### src/rtl/st_addsub_mc_if.sv
// Handshake/operand bundle for st_addsub_mc.
// master: drives start/sub/ci/a/b and observes busy/done/s/co/ovf.
// slave : the adder side, the reverse directions.
interface st_addsub_mc_if #(
   parameter int WIDTH = 16
);
   logic             start;  // request, sampled only while busy is low
   logic             sub;    // 0: a+b+ci, 1: a-b
   logic             ci;     // carry-in, add mode only
   logic [WIDTH-1:0] a;      // operand A
   logic [WIDTH-1:0] b;      // operand B
   logic             busy;   // operation in progress
   logic             done;   // one-cycle pulse, s/co/ovf just updated
   logic [WIDTH-1:0] s;      // registered result
   logic             co;     // carry out of MSB (sub: 1 = no borrow)
   logic             ovf;    // two's-complement overflow

   modport master (
      output start, sub, ci, a, b,
      input  busy, done, s, co, ovf
   );

   modport slave (
      input  start, sub, ci, a, b,
      output busy, done, s, co, ovf
   );
endinterface

### src/rtl/st_addsub_mc.sv
// Multi-cycle add/subtract, DIGIT bits per clock through a DIGIT-bit ripple chain.
// Latency: CYCLES+1 edges from the accepting start edge to done (CYCLES = WIDTH/DIGIT).
// Backpressure: none queued; start is ignored while busy, one result per CYCLES+1 cycles.
//
// Ports: clk, rst (async, active-high) and bus (slave side of st_addsub_mc_if):
//   start/sub/ci/a/b in, busy/done/s/co/ovf out. s/co/ovf only change on completion or reset.
module st_addsub_mc #(
   parameter int WIDTH = 16,
   parameter int DIGIT = 4
) (
   input  logic          clk,
   input  logic          rst,
   st_addsub_mc_if.slave bus
);

   localparam int CYCLES = WIDTH / DIGIT;
   localparam int CW     = (CYCLES > 1) ? $clog2(CYCLES) : 1;

   localparam logic [0:0]    ST_IDLE = 1'b0;
   localparam logic [0:0]    ST_RUN  = 1'b1;
   localparam logic [CW-1:0] LAST_K  = CW'(CYCLES - 1);

   logic [0:0]       state_q, state_d;
   logic [WIDTH-1:0] op_a_q,  op_a_d;
   logic [WIDTH-1:0] op_b_q,  op_b_d;   // already inverted for subtract
   logic             carry_q, carry_d;  // carry between digits
   logic [CW-1:0]    cnt_q,   cnt_d;    // digit index k
   logic [WIDTH-1:0] res_q,   res_d;    // partial result, never visible outside
   logic [WIDTH-1:0] s_q,     s_d;
   logic             co_q,    co_d;
   logic             ovf_q,   ovf_d;
   logic             done_q,  done_d;

   // Digit slice and ripple chain
   int               base;
   logic [DIGIT-1:0] dig_a;
   logic [DIGIT-1:0] dig_b;
   logic [DIGIT-1:0] dig_s;
   logic [DIGIT:0]   chain_c;

   always_comb begin
      base       = int'(cnt_q) * DIGIT;
      dig_a      = op_a_q[base +: DIGIT];
      dig_b      = op_b_q[base +: DIGIT];
      dig_s      = '0;
      chain_c    = '0;
      chain_c[0] = carry_q;
      for (int i = 0; i < DIGIT; i++) begin
         dig_s[i]      = dig_a[i] ^ dig_b[i] ^ chain_c[i];
         chain_c[i+1]  = (dig_a[i] & dig_b[i]) | (chain_c[i] & (dig_a[i] ^ dig_b[i]));
      end
   end

   // Next-state logic
   always_comb begin
      state_d = state_q;
      op_a_d  = op_a_q;
      op_b_d  = op_b_q;
      carry_d = carry_q;
      cnt_d   = cnt_q;
      res_d   = res_q;
      s_d     = s_q;
      co_d    = co_q;
      ovf_d   = ovf_q;
      done_d  = 1'b0;

      case (state_q)
         ST_IDLE: begin
            if (bus.start) begin
               op_a_d  = bus.a;
               // Subtract as a + ~b + 1: the +1 enters as the initial carry.
               op_b_d  = bus.sub ? ~bus.b : bus.b;
               carry_d = bus.sub ? 1'b1 : bus.ci;
               cnt_d   = '0;
               state_d = ST_RUN;
            end
         end
         ST_RUN: begin
            res_d[base +: DIGIT] = dig_s;
            carry_d              = chain_c[DIGIT];
            if (cnt_q == LAST_K) begin
               s_d     = res_d;
               co_d    = chain_c[DIGIT];
               // Last digit holds the MSB: carry into vs. out of bit WIDTH-1.
               ovf_d   = chain_c[DIGIT] ^ chain_c[DIGIT-1];
               done_d  = 1'b1;
               cnt_d   = '0;
               state_d = ST_IDLE;
            end else begin
               cnt_d = cnt_q + CW'(1);
            end
         end
         default: state_d = ST_IDLE;
      endcase
   end

   always_ff @(posedge clk or posedge rst) begin
      if (rst) begin
         state_q <= ST_IDLE;
         op_a_q  <= '0;
         op_b_q  <= '0;
         carry_q <= 1'b0;
         cnt_q   <= '0;
         res_q   <= '0;
         s_q     <= '0;
         co_q    <= 1'b0;
         ovf_q   <= 1'b0;
         done_q  <= 1'b0;
      end else begin
         state_q <= state_d;
         op_a_q  <= op_a_d;
         op_b_q  <= op_b_d;
         carry_q <= carry_d;
         cnt_q   <= cnt_d;
         res_q   <= res_d;
         s_q     <= s_d;
         co_q    <= co_d;
         ovf_q   <= ovf_d;
         done_q  <= done_d;
      end
   end

   assign bus.busy = (state_q == ST_RUN);
   assign bus.done = done_q;
   assign bus.s    = s_q;
   assign bus.co   = co_q;
   assign bus.ovf  = ovf_q;

endmodule

### src/flat_wrapper.sv
// flat-port wrapper written by rule: the top's interface ports become plain ports
module st_addsub_mc_flat 
#(
   parameter int WIDTH = 16,
   parameter int DIGIT = 4
)
  (clk, rst, bus_start, bus_sub, bus_ci, bus_a, bus_b, bus_busy, bus_done, bus_s, bus_co, bus_ovf);
  st_addsub_mc_if #(.WIDTH(WIDTH)) bus_i ();
  input  logic clk;
  input  logic rst;
  input wire logic [$bits(bus_i.start)-1:0] bus_start;
  input wire logic [$bits(bus_i.sub)-1:0] bus_sub;
  input wire logic [$bits(bus_i.ci)-1:0] bus_ci;
  input wire logic [$bits(bus_i.a)-1:0] bus_a;
  input wire logic [$bits(bus_i.b)-1:0] bus_b;
  output wire logic [$bits(bus_i.busy)-1:0] bus_busy;
  output wire logic [$bits(bus_i.done)-1:0] bus_done;
  output wire logic [$bits(bus_i.s)-1:0] bus_s;
  output wire logic [$bits(bus_i.co)-1:0] bus_co;
  output wire logic [$bits(bus_i.ovf)-1:0] bus_ovf;
  assign bus_i.start = bus_start;
  assign bus_i.sub = bus_sub;
  assign bus_i.ci = bus_ci;
  assign bus_i.a = bus_a;
  assign bus_i.b = bus_b;
  assign bus_busy = bus_i.busy;
  assign bus_done = bus_i.done;
  assign bus_s = bus_i.s;
  assign bus_co = bus_i.co;
  assign bus_ovf = bus_i.ovf;
  st_addsub_mc #(.WIDTH(WIDTH), .DIGIT(DIGIT)) u_core (.clk(clk), .rst(rst), .bus(bus_i));
endmodule
### config.mk
export PLATFORM = sky130hd
export DESIGN_NAME = st_addsub_mc_flat
export DESIGN_NICKNAME = d
export VERILOG_FILES = /design/src/rtl/st_addsub_mc_if.sv /design/src/rtl/st_addsub_mc.sv /design/src/flat_wrapper.sv
export SDC_FILE = /design/constraint.sdc
export NUM_CORES = 1
export LEC_CHECK = 0
export ABC_AREA = 1
export CORE_ASPECT_RATIO = 0.9
export CORE_MARGIN = 2
export CORE_UTILIZATION = 49
export DETAILED_ROUTE_END_ITERATION = 10
export HOLD_SLACK_MARGIN = 0.06
export PLACE_DENSITY = 0.75
export SYNTH_ARGS = -nofsm -noshare
export SYNTH_HDL_FRONTEND = slang
export SYNTH_SLANG_ARGS = --single-unit
export TNS_END_PERCENT = 10
### constraint.sdc
create_clock -name clk -period 4.18 [get_ports clk]
set_input_delay 1.045 -clock clk [delete_from_list [all_inputs] [get_ports clk]]
set_output_delay 1.045 -clock clk [all_outputs]
set_load 0.05 [all_outputs]
==> results of run 1 <==
cell families after synthesis:
| logic type | Yosys count | synth area share (%) |
|---|---|---|
| simple gates | 265 | 29.14 |
| flops | 71 | 50.28 |
| buf+inv | 44 | 6.445 |
| compound gates | 36 | 5.524 |
| xor+xnor | 17 | 4.214 |
| fa+ha+maj | 10 | 4.391 |
metal layers:
metal | up-vias | global-route usage [%] | wire, um
met5 | - | 0 | 0
met3 | 7 | 5.117 | 411
met2 | 71 | 33.36 | 3469
li1 | 1463 | - | -
met1 | 1324 | 26.61 | 3443
met4 | 0 | 6.551 | 68
through the flow:
stage,util [%],area [um2],instances,hold slack [ns]
5_1_grt,61.69,4320,592,0.5036
2_1_floorplan,-,3533,443,0.4366
4_1_cts,61.69,4320,592,0.4828
3_3_place_gp,58.71,4111,576,0.4605
3_5_place_dp,58.71,4111,576,0.4647
6_report,61.69,4320,592,0.4762
sequential cells by signal (all words and copies together), names as in the netlist:
signal           count
u_core.bus.s        16
u_core.carry_q       1
u_core.op_a_q       16
u_core.op_b_q       16
u_core.res_q        16
u_core.bus.busy      1
u_core.bus.ovf       1
u_core.cnt_q         2
u_core.bus.done      1
u_core.bus.co        1
final cells by class:
| type | instances | area (um2) | area share (%) |
|---|---|---|---|
| repair buffers | 59 | 595.6 | 13.79 |
| flip-flops and latches | 71 | 1777 | 41.12 |
| clock buffers | 13 | 168.9 | 3.910 |
| inverters | 25 | 93.84 | 2.172 |
| multi-input cells | 328 | 1529 | 35.39 |
| well taps | 93 | 116.4 | 2.693 |
| clock inverters | 3 | 40.04 | 0.9267 |
critical path: stages (launching register included):
cell and delay [ns]:
dfrtp_1 0.60, clkinv_1 0.40, nand3_1 0.20, nand2_1 0.09
fa_1 0.38, inv_1 0.07, fa_1 0.16, inv_1 0.05
fa_1 0.39, inv_1 0.09, fa_1 0.46, nand2_1 0.08
inv_1 0.04, nand3_1 0.07, nand2_1 0.08, nand2_1 0.06
nand2_1 0.05
placed cells by master, fill, tap and decap left out, drive strengths merged, types with 2 or more instances in the layout:
cell type,count
buf,3
clkbuf,13
clkdlybuf4s50,56
clkinv,4
dfrtp,71
fa,4
ha,6
inv,23
nand2,223
nand3,20
nor2,22
o21ai,28
o21bai,2
o22ai,4
xnor2,16
power groups by stage:
stage                     Clock (mW)  Sequential, mW  Combinational [mW]
final                          0.572            1.16                1.87
after global routing           0.609            1.20                2.10
after CTS                      0.576            1.16                1.88
after detailed placement           0            1.17                1.88
after global placement             0            1.16                1.84
after floorplan                    0            1.38                1.16
worst max-delay path by stage:
stage                                      from                          end  slack [ns]  cells past startpoint
floorplan           u_core.cnt_q[0]$_DFFE_PP0P_  u_core.bus.s[3]$_DFFE_PP0P_        1.25                     18
CTS                 u_core.cnt_q[1]$_DFFE_PP0P_  u_core.bus.s[3]$_DFFE_PP0P_        0.83                     16
detailed placement  u_core.cnt_q[1]$_DFFE_PP0P_  u_core.res_q[3]$_DFFE_PP0P_        0.87                     16
global route        u_core.cnt_q[1]$_DFFE_PP0P_  u_core.res_q[3]$_DFFE_PP0P_        0.53                     16
finish              u_core.cnt_q[1]$_DFFE_PP0P_  u_core.bus.s[3]$_DFFE_PP0P_        0.81                     16
global placement    u_core.cnt_q[1]$_DFFE_PP0P_  u_core.bus.s[3]$_DFFE_PP0P_        1.01                     16
==> impl_metrics.json, run 1 <==
{
  "dr_total_vias": 2865,
  "timing.rr.end": "u_core.bus.s[3]$_DFFE_PP0P_",
  "rsz0062_at_grt": "no",
  "cts_tree": "yes",
  "cp.required_ns": 4.42,
  "setup_violations": 0,
  "die_area_mm2": 0.007907,
  "crit_path_end_kind": "flip-flop",
  "drt_wl_total_um": 7393,
  "ir_drop_uv": 363.3,
  "power_mw": 3.609,
  "grt.total_usage_pct": 20.35,
  "antenna_cells": 0,
  "port_buffers": 56,
  "fin_tns_setup_ns": 0,
  "drv_slew": 0,
  "internal-power_mw": 1.930,
  "yosysTopAreaCell": "dfrtp_1",
  "slew_headroom_pct": 40.87,
  "synth_edf_count": 0,
  "total_leakage_power_nw": 2.213,
  "grt-ovfl-total": 0,
  "clkTransAtPathRegs_ns": 0.07,
  "ctsRootBufferMaster": "clkbuf_8",
  "finClkSkew_ns": 0.007863,
  "ys_ff_latch": 71,
  "clockPowerShare_pct": 15.9,
  "post-place-ws_ns": 0.8718,
  "num-fill-cells": 607,
  "clockBufferDepth": 2,
  "syn_area_mm2": 0.003533,
  "critPathMaxFanout": 13,
  "coreArea_mm2": 0.007003,
  "syn_inst": 443,
  "seq_area_frac_synth_pct": 50.28,
  "synth_area_leaders": "dfrtp_1 50%, nand2_1 24%, xnor2_1 4.0%",
  "reg2reg_from": "u_core.cnt_q[1]$_DFFE_PP0P_",
  "vias_per_cell": 4.840,
  "min_path_type": "reg -> reg",
  "holdPathEnd": "u_core.bus.s[2]$_DFFE_PP0P_",
  "drc_errors": 0,
  "first_pass_iters": 4,
  "power.switching_mw": 1.678,
  "critical_path_class": "reg -> reg",
  "drtAntennaViolNets": 0,
  "io_pins": 57,
  "startpoint_type": "flip-flop",
  "worstHoldStart": "u_core.bus.s[2]$_DFFE_PP0P_",
  "synth.avg_cell_area_um2": 7.976,
  "setup_ws_ns": 0.8052,
  "cts_max_level": 3,
  "area_growth_pct": 22.27,
  "hpwl_um": 5136,
  "numClockSinks": 71,
  "comb_power_share_pct": 51.9,
  "die_w_um": 93.51,
  "hold_viol": 0,
  "ys.flop_type": "dfrtp_1",
  "syn-num-nets": 490,
  "yosysMostFrequentCell": "nand2_1",
  "wl_per_cell_um": 12.49,
  "r2r_setup_slack_ns": 0.81,
  "fmax_mhz": 296.3,
  "ctsResizeCount": 0,
  "min_period_ns": 3.375,
  "grt_pass1_vias": 2799,
  "async_flop_share_pct": 100.0,
  "drt_iter0_drc": 129,
  "whs_path_depth": 2,
  "rows": 29,
  "drive_above_1_share_pct": 4.810,
  "hold_buffers": 0,
  "period_share_pct": 80.74,
  "synthTopCellsByCount": "222 x nand2_1, 71 x dfrtp_1, 24 x o21ai_0",
  "post_cts_buffers": 0,
  "numCtsBuffers": 9,
  "yosysWarnings": 0,
  "cap_violations": 0,
  "clock_latency_ns": 0.35,
  "yosysUniqueCellTypes": 23,
  "pwr_density_cell_mw_per_mm2": 835.2,
  "antenna_found_initial": 0,
  "seq_power_share_pct": 32.2,
  "power_switching_share_pct": 46.51,
  "netlist.area_leader.share_pct": 50.28,
  "worstRegToRegCells": 16,
  "arrival_ns": 3.61,
  "place_congestion": 0.8690,
  "tightest_slew_ns": 0.8842,
  "grt_max_degree": 72,
  "start_util_pct": 50.46,
  "outcome": "complete, no violations",
  "nNetsFinal": 541,
  "die_h_um": 84.56,
  "grt_pass1_wl_um": 12680
}
(Power assumes the default switching activity.)
==> run 2, diff against run 1 <==
Settings changed: CORE_UTILIZATION 49 to 48, PLACE_DENSITY 0.75 to 0.77.
Clock period 4.18 ns to 3.03 ns, I/O delays scaled along.
==> impl_metrics.json, run 2 (synthesized netlist as in run 1, its figures left out) <==
{
  "outcome": "complete, no violations",
  "vias_per_cell": 4.951,
  "layout.cells.most_common": "nand2_1",
  "grt-ovfl-total": 0,
  "die_w_um": 94.44,
  "rows": 29,
  "power_switching_share_pct": 46.64,
  "clockBufferDepth": 2,
  "crit_path_end_kind": "flip-flop",
  "grt_pass1_wl_um": 13510,
  "worstSetupStartpoint": "u_core.cnt_q[0]$_DFFE_PP0P_",
  "final_util_pct": 63.06,
  "start_util_pct": 49.94,
  "worstRegToRegCells": 17,
  "power_mw": 5.157,
  "total_leakage_power_nw": 2.268,
  "fin_area_mm2": 0.004462,
  "grt.total_usage_pct": 21.51,
  "numCtsBuffers": 9,
  "wl_per_cell_um": 12.84,
  "r2r_setup_slack_ns": 0.19,
  "port_buffers": 56,
  "ir_drop_uv": 562.0,
  "antenna_cells": 0,
  "antenna_found_initial": 0,
  "fin_tns_setup_ns": 0,
  "cap_violations": 0,
  "clockPowerShare_pct": 13.7,
  "finClkSkew_ns": 0.009257,
  "hold_viol": 0,
  "coreArea_mm2": 0.007076,
  "drt_iter0_drc": 186,
  "cts_max_level": 3,
  "power.switching_mw": 2.406,
  "post-place-ws_ns": 0.1265,
  "reg2reg_from": "u_core.cnt_q[0]$_DFFE_PP0P_",
  "drive_above_1_share_pct": 8.949,
  "ctsRootBufferMaster": "clkbuf_8",
  "layout_common_cells": "222 x nand2_1, 70 x dfrtp_1, 56 x clkdlybuf4s50_1",
  "numClockSinks": 71,
  "cts_tree": "yes",
  "first_pass_iters": 4,
  "drv_slew": 0,
  "pwr_density_cell_mw_per_mm2": 1156,
  "die_area_mm2": 0.008065,
  "slew_headroom_pct": 40.83,
  "cp.required_ns": 3.33,
  "critPathMaxFanout": 5,
  "setup_violations": 0,
  "hpwl_um": 5268,
  "drc_errors": 0,
  "grt_max_degree": 72,
  "num-fill-cells": 615,
  "arrival_ns": 3.14,
  "clkTransAtPathRegs_ns": 0.07,
  "worst_path_max_delay_cell": "fa_2",
  "setup_ws_ns": 0.1855,
  "area_growth_pct": 26.27,
  "io_pins": 57,
  "fmax_mhz": 351.6,
  "slowest_delay_ns": 0.56,
  "place_congestion": 0.8744,
  "min_period_ns": 2.844,
  "period_share_pct": 93.88,
  "drt_wl_total_um": 7795,
  "dr_total_vias": 3005,
  "grt_pass1_vias": 2944,
  "die_h_um": 85.40,
  "startpoint_type": "flip-flop",
  "drtAntennaViolNets": 0,
  "timing.rr.end": "u_core.bus.s[7]$_DFFE_PP0P_",
  "comb_power_share_pct": 55.2,
  "critical_path_class": "reg -> reg",
  "min_path_type": "reg -> reg",
  "placed_area_mm2": 0.004177,
  "crit_path_end": "u_core.bus.s[7]$_DFFE_PP0P_",
  "path_cells": "clkinvlp_4 -> nand2_1 -> nand3_1 -> nand2_1 -> fa_1 -> inv_1 -> fa_1 -> inv_1 -> fa_2 -> inv_2 -> fa_2 -> inv_1 -> nor2_1 -> nand3_1 -> nand2_1 -> nand2_1 -> nand2_1",
  "tightest_slew_ns": 0.8848,
  "hold_buffers": 0,
  "seq_power_share_pct": 31.1,
  "clock_latency_ns": 0.36,
  "cp_common_cell": "nand2_1",
  "nNetsFinal": 556,
  "internal-power_mw": 2.752
}
==> run 2: final cells by class <==
type | count | area [um2] | area share, %
tap | 93 | 116.4 | 2.608
timing repair inverter | 1 | 5.005 | 0.1122
sequential | 71 | 1778 | 39.85
clock inverter | 5 | 32.53 | 0.7291
multi-input combinational | 328 | 1534 | 34.38
timing repair buffer | 73 | 743.2 | 16.66
clock buffer | 11 | 151.4 | 3.393
inverter | 25 | 101.3 | 2.271
==> run 2: power by group through the flow <==
| stage | clock, mW | combinational (mW) | sequential [mW] |
|---|---|---|---|
| 3_5_place_dp | 0 | 2.70 | 1.60 |
| 4_1_cts | 0.719 | 2.71 | 1.59 |
| 3_3_place_gp | 0 | 2.63 | 1.59 |
| 2_1_floorplan | 0 | 1.59 | 1.91 |
| 5_1_grt | 0.756 | 3.21 | 1.65 |
| 6_report | 0.705 | 2.85 | 1.61 |
==> run 2: worst min path at each step <==
| stage | startpoint | depth (start not counted) | slack [ns] | endpoint |
|---|---|---|---|---|
| after global placement | u_core.op_a_q[5]$_DFFE_PP0P_ | 2 | 0.45 | u_core.op_a_q[5]$_DFFE_PP0P_ |
| after detailed placement | u_core.op_a_q[5]$_DFFE_PP0P_ | 2 | 0.45 | u_core.op_a_q[5]$_DFFE_PP0P_ |
| after CTS | u_core.op_a_q[12]$_DFFE_PP0P_ | 2 | 0.48 | u_core.op_a_q[12]$_DFFE_PP0P_ |
| after floorplan | u_core.op_a_q[11]$_DFFE_PP0P_ | 2 | 0.44 | u_core.op_a_q[11]$_DFFE_PP0P_ |
| after global routing | u_core.op_a_q[9]$_DFFE_PP0P_ | 2 | 0.49 | u_core.op_a_q[9]$_DFFE_PP0P_ |
| final | u_core.op_a_q[9]$_DFFE_PP0P_ | 2 | 0.47 | u_core.op_a_q[9]$_DFFE_PP0P_ |
==> run 2: repair_timing <==
action | 4_1_cts | 5_1_grt
resized for setup | 0 | 8
setup buffers | 0 | 6
setup endpoints to repair | 0 | 8
==> run 2: stage by stage <==
| step | instances | hold slack [ns] |
|---|---|---|
| after CTS | 599 | 0.4795 |
| final | 607 | 0.4733 |
| after global routing | 607 | 0.4878 |
| after global placement | 583 | 0.4550 |
| after floorplan | 443 | 0.4366 |
| after detailed placement | 583 | 0.4550 |
==> run 2: per-layer routing <==
layer  GRT usage [%]  up-vias  wire (um)
li1                -     1496          -
met1           28.66     1422       3582
met2           34.35       77       3716
met3           6.927       10        396
met4           5.402        0        100
met5               0        -          0
==> run 2: critical path: cells and delay by family (launching register included) <==
| kind | cells | cell delay, ns |
|---|---|---|
| buffers and inverters | 5 | 0.39 |
| and+or+nand+nor | 8 | 0.64 |
| DFF | 1 | 0.46 |
| adders and majority gates | 4 | 1.29 |
==> run 3, diff against run 2 <==
Settings changed: CORE_MARGIN 2 to 5.
==> impl_metrics.json, run 3 (synthesized netlist as in run 1, its figures left out) <==
{
  "vias_per_cell": 4.876,
  "period_share_pct": 96.78,
  "area_growth_pct": 24.79,
  "multi_input_area_mm2": 0.001534,
  "total_leakage_power_nw": 2.254,
  "path_cells": "clkinvlp_4 -> buf_4 -> o21ai_0 -> o22ai_1 -> fa_1 -> inv_1 -> fa_2 -> inv_1 -> fa_1 -> inv_1 -> nor2_2 -> nand3_1 -> nand2_1 -> nand2_1 -> nand2_1",
  "fin_cells": 606,
  "cp_top_family": "adder cells",
  "numClockSinks": 71,
  "drtAntennaViolNets": 0,
  "rows": 29,
  "grt_pass1_wl_um": 13290,
  "setup_ws_ns": 0.09766,
  "timing.rr.end": "u_core.res_q[7]$_DFFE_PP0P_",
  "die_area_mm2": 0.009180,
  "clock_latency_ns": 0.35,
  "drt_iter0_drc": 223,
  "slowest_delay_ns": 0.56,
  "worstRegToRegCells": 15,
  "antenna_found_initial": 0,
  "path_buf_inv": 5,
  "cap_violations": 0,
  "regArea_mm2": 0.001778,
  "ctsRootBufferMaster": "clkbuf_8",
  "first_pass_iters": 4,
  "numCtsBuffers": 9,
  "power_mw": 5.062,
  "drive_above_1_share_pct": 8.577,
  "nNetsFinal": 555,
  "placed_area_mm2": 0.004156,
  "layout.cells.most_common": "nand2_1",
  "die_h_um": 91.40,
  "antenna_cells": 0,
  "pwr_density_cell_mw_per_mm2": 1148,
  "cp.required_ns": 3.32,
  "arrival_ns": 3.22,
  "hold_slack_ns": 0.4777,
  "clockBufferDepth": 2,
  "worstHoldStart": "u_core.bus.s[14]$_DFFE_PP0P_",
  "dr_total_vias": 2955,
  "finClkSkew_ns": 0.007734,
  "fmax_mhz": 341.0,
  "drc_errors": 0,
  "startpoint_type": "flip-flop",
  "worstSetupStartpoint": "u_core.cnt_q[0]$_DFFE_PP0P_",
  "whs_path_depth": 2,
  "critical_path_class": "reg -> reg",
  "crit_path_end_kind": "flip-flop",
  "reg2reg_from": "u_core.cnt_q[0]$_DFFE_PP0P_",
  "r2r_setup_slack_ns": 0.1,
  "setup_violations": 0,
  "place_congestion": 0.8568,
  "grt.total_usage_pct": 17.80,
  "critPathMaxFanout": 6,
  "ir_drop_uv": 522.0,
  "io_pins": 57,
  "min_path_type": "reg -> reg",
  "drt_wl_total_um": 7702,
  "post-place-ws_ns": 0.1661,
  "grt_max_degree": 72,
  "dp_cells": 582,
  "tightest_slew_ns": 0.8671,
  "start_util_pct": 49.68,
  "slew_headroom_pct": 42.01,
  "clkTransAtPathRegs_ns": 0.07,
  "port_buffers": 56,
  "min_period_ns": 2.932,
  "holdPathEnd": "u_core.bus.s[14]$_DFFE_PP0P_",
  "grt_pass1_vias": 2897,
  "cts_tree": "yes",
  "drv_slew": 0,
  "fin_area_mm2": 0.004409,
  "grt-ovfl-total": 0,
  "layout_common_cells": "222 x nand2_1, 70 x dfrtp_1, 56 x clkdlybuf4s50_1",
  "num-fill-cells": 626,
  "wl_per_cell_um": 12.71,
  "outcome": "complete, no violations",
  "coreArea_mm2": 0.007112,
  "hold_viol": 0,
  "cts_max_level": 3,
  "hpwl_um": 5334,
  "worst_path_max_delay_cell": "fa_1",
  "die_w_um": 100.4
}
==> run 3: changes by cell type in the layout (fill, tap and decap cells not counted), sizes merged <==
cell      change
clkbuf        -1
clkinvlp      -1
inv           +1
==> run 3: worst register-to-register path, stage by stage, from the launching register on <==
cell and delay (ns):
dfrtp_2 0.43, clkinvlp_4 0.14, buf_4 0.17, o21ai_0 0.23, o22ai_1 0.14, fa_1 0.41, inv_1 0.08, fa_2 0.21
inv_1 0.06, fa_1 0.56, inv_1 0.07, nor2_2 0.09, nand3_1 0.08, nand2_1 0.09, nand2_1 0.05, nand2_1 0.06
==> run 3: layout make-up <==
cell class	instances	area share (%)
timing repair buffer	72	15.75
timing repair inverter	1	0.1135
inverter	25	2.213
tap	93	2.639
multi-input combinational	328	34.79
clock inverter	5	0.7378
sequential	71	40.32
clock buffer	11	3.434
==> run 3: how the worst max path moves through the flow <==
stage	endpoint	slack, ns	depth (start not counted)
final	u_core.res_q[7]$_DFFE_PP0P_	0.1	15
after global placement	u_core.bus.s[7]$_DFFE_PP0P_	0.25	15
after detailed placement	u_core.res_q[7]$_DFFE_PP0P_	0.17	15
after global routing	u_core.res_q[7]$_DFFE_PP0P_	-0.13	15
after CTS	u_core.bus.s[7]$_DFFE_PP0P_	0.16	15
after floorplan	u_core.bus.s[3]$_DFFE_PP0P_	0.1	18
==> run 3: what timing repair did <==
item	in CTS	in global routing
hold buffers	0	0
gates resized for setup	0	7
buffers inserted	0	6
endpoints found under the setup margin	0	8
==> run 3: stage by stage <==
step | util (%) | TNS (ns)
floorplan | - | 0
global placement | 58.44 | 0
detailed placement | 58.44 | 0
CTS | 61.03 | 0
global route | 62.00 | -0.6371
finish | 62.00 | 0
==> run 3: layer usage <==
metal	track usage (%)	share of wire (%)	vias up	wire, um
li1	-	-	1495	-
met1	24.07	45	1355	3468
met2	27.43	47	93	3657
met3	5.900	6.2	12	474
met4	4.938	1.3	0	102
met5	0	0	-	0
==> run 3: power by group <==
group,switching [mW],internal [mW],total [mW]
registers,0.247,1.35,1.60
logic,1.79,0.986,2.77
clock network,0.351,0.338,0.690
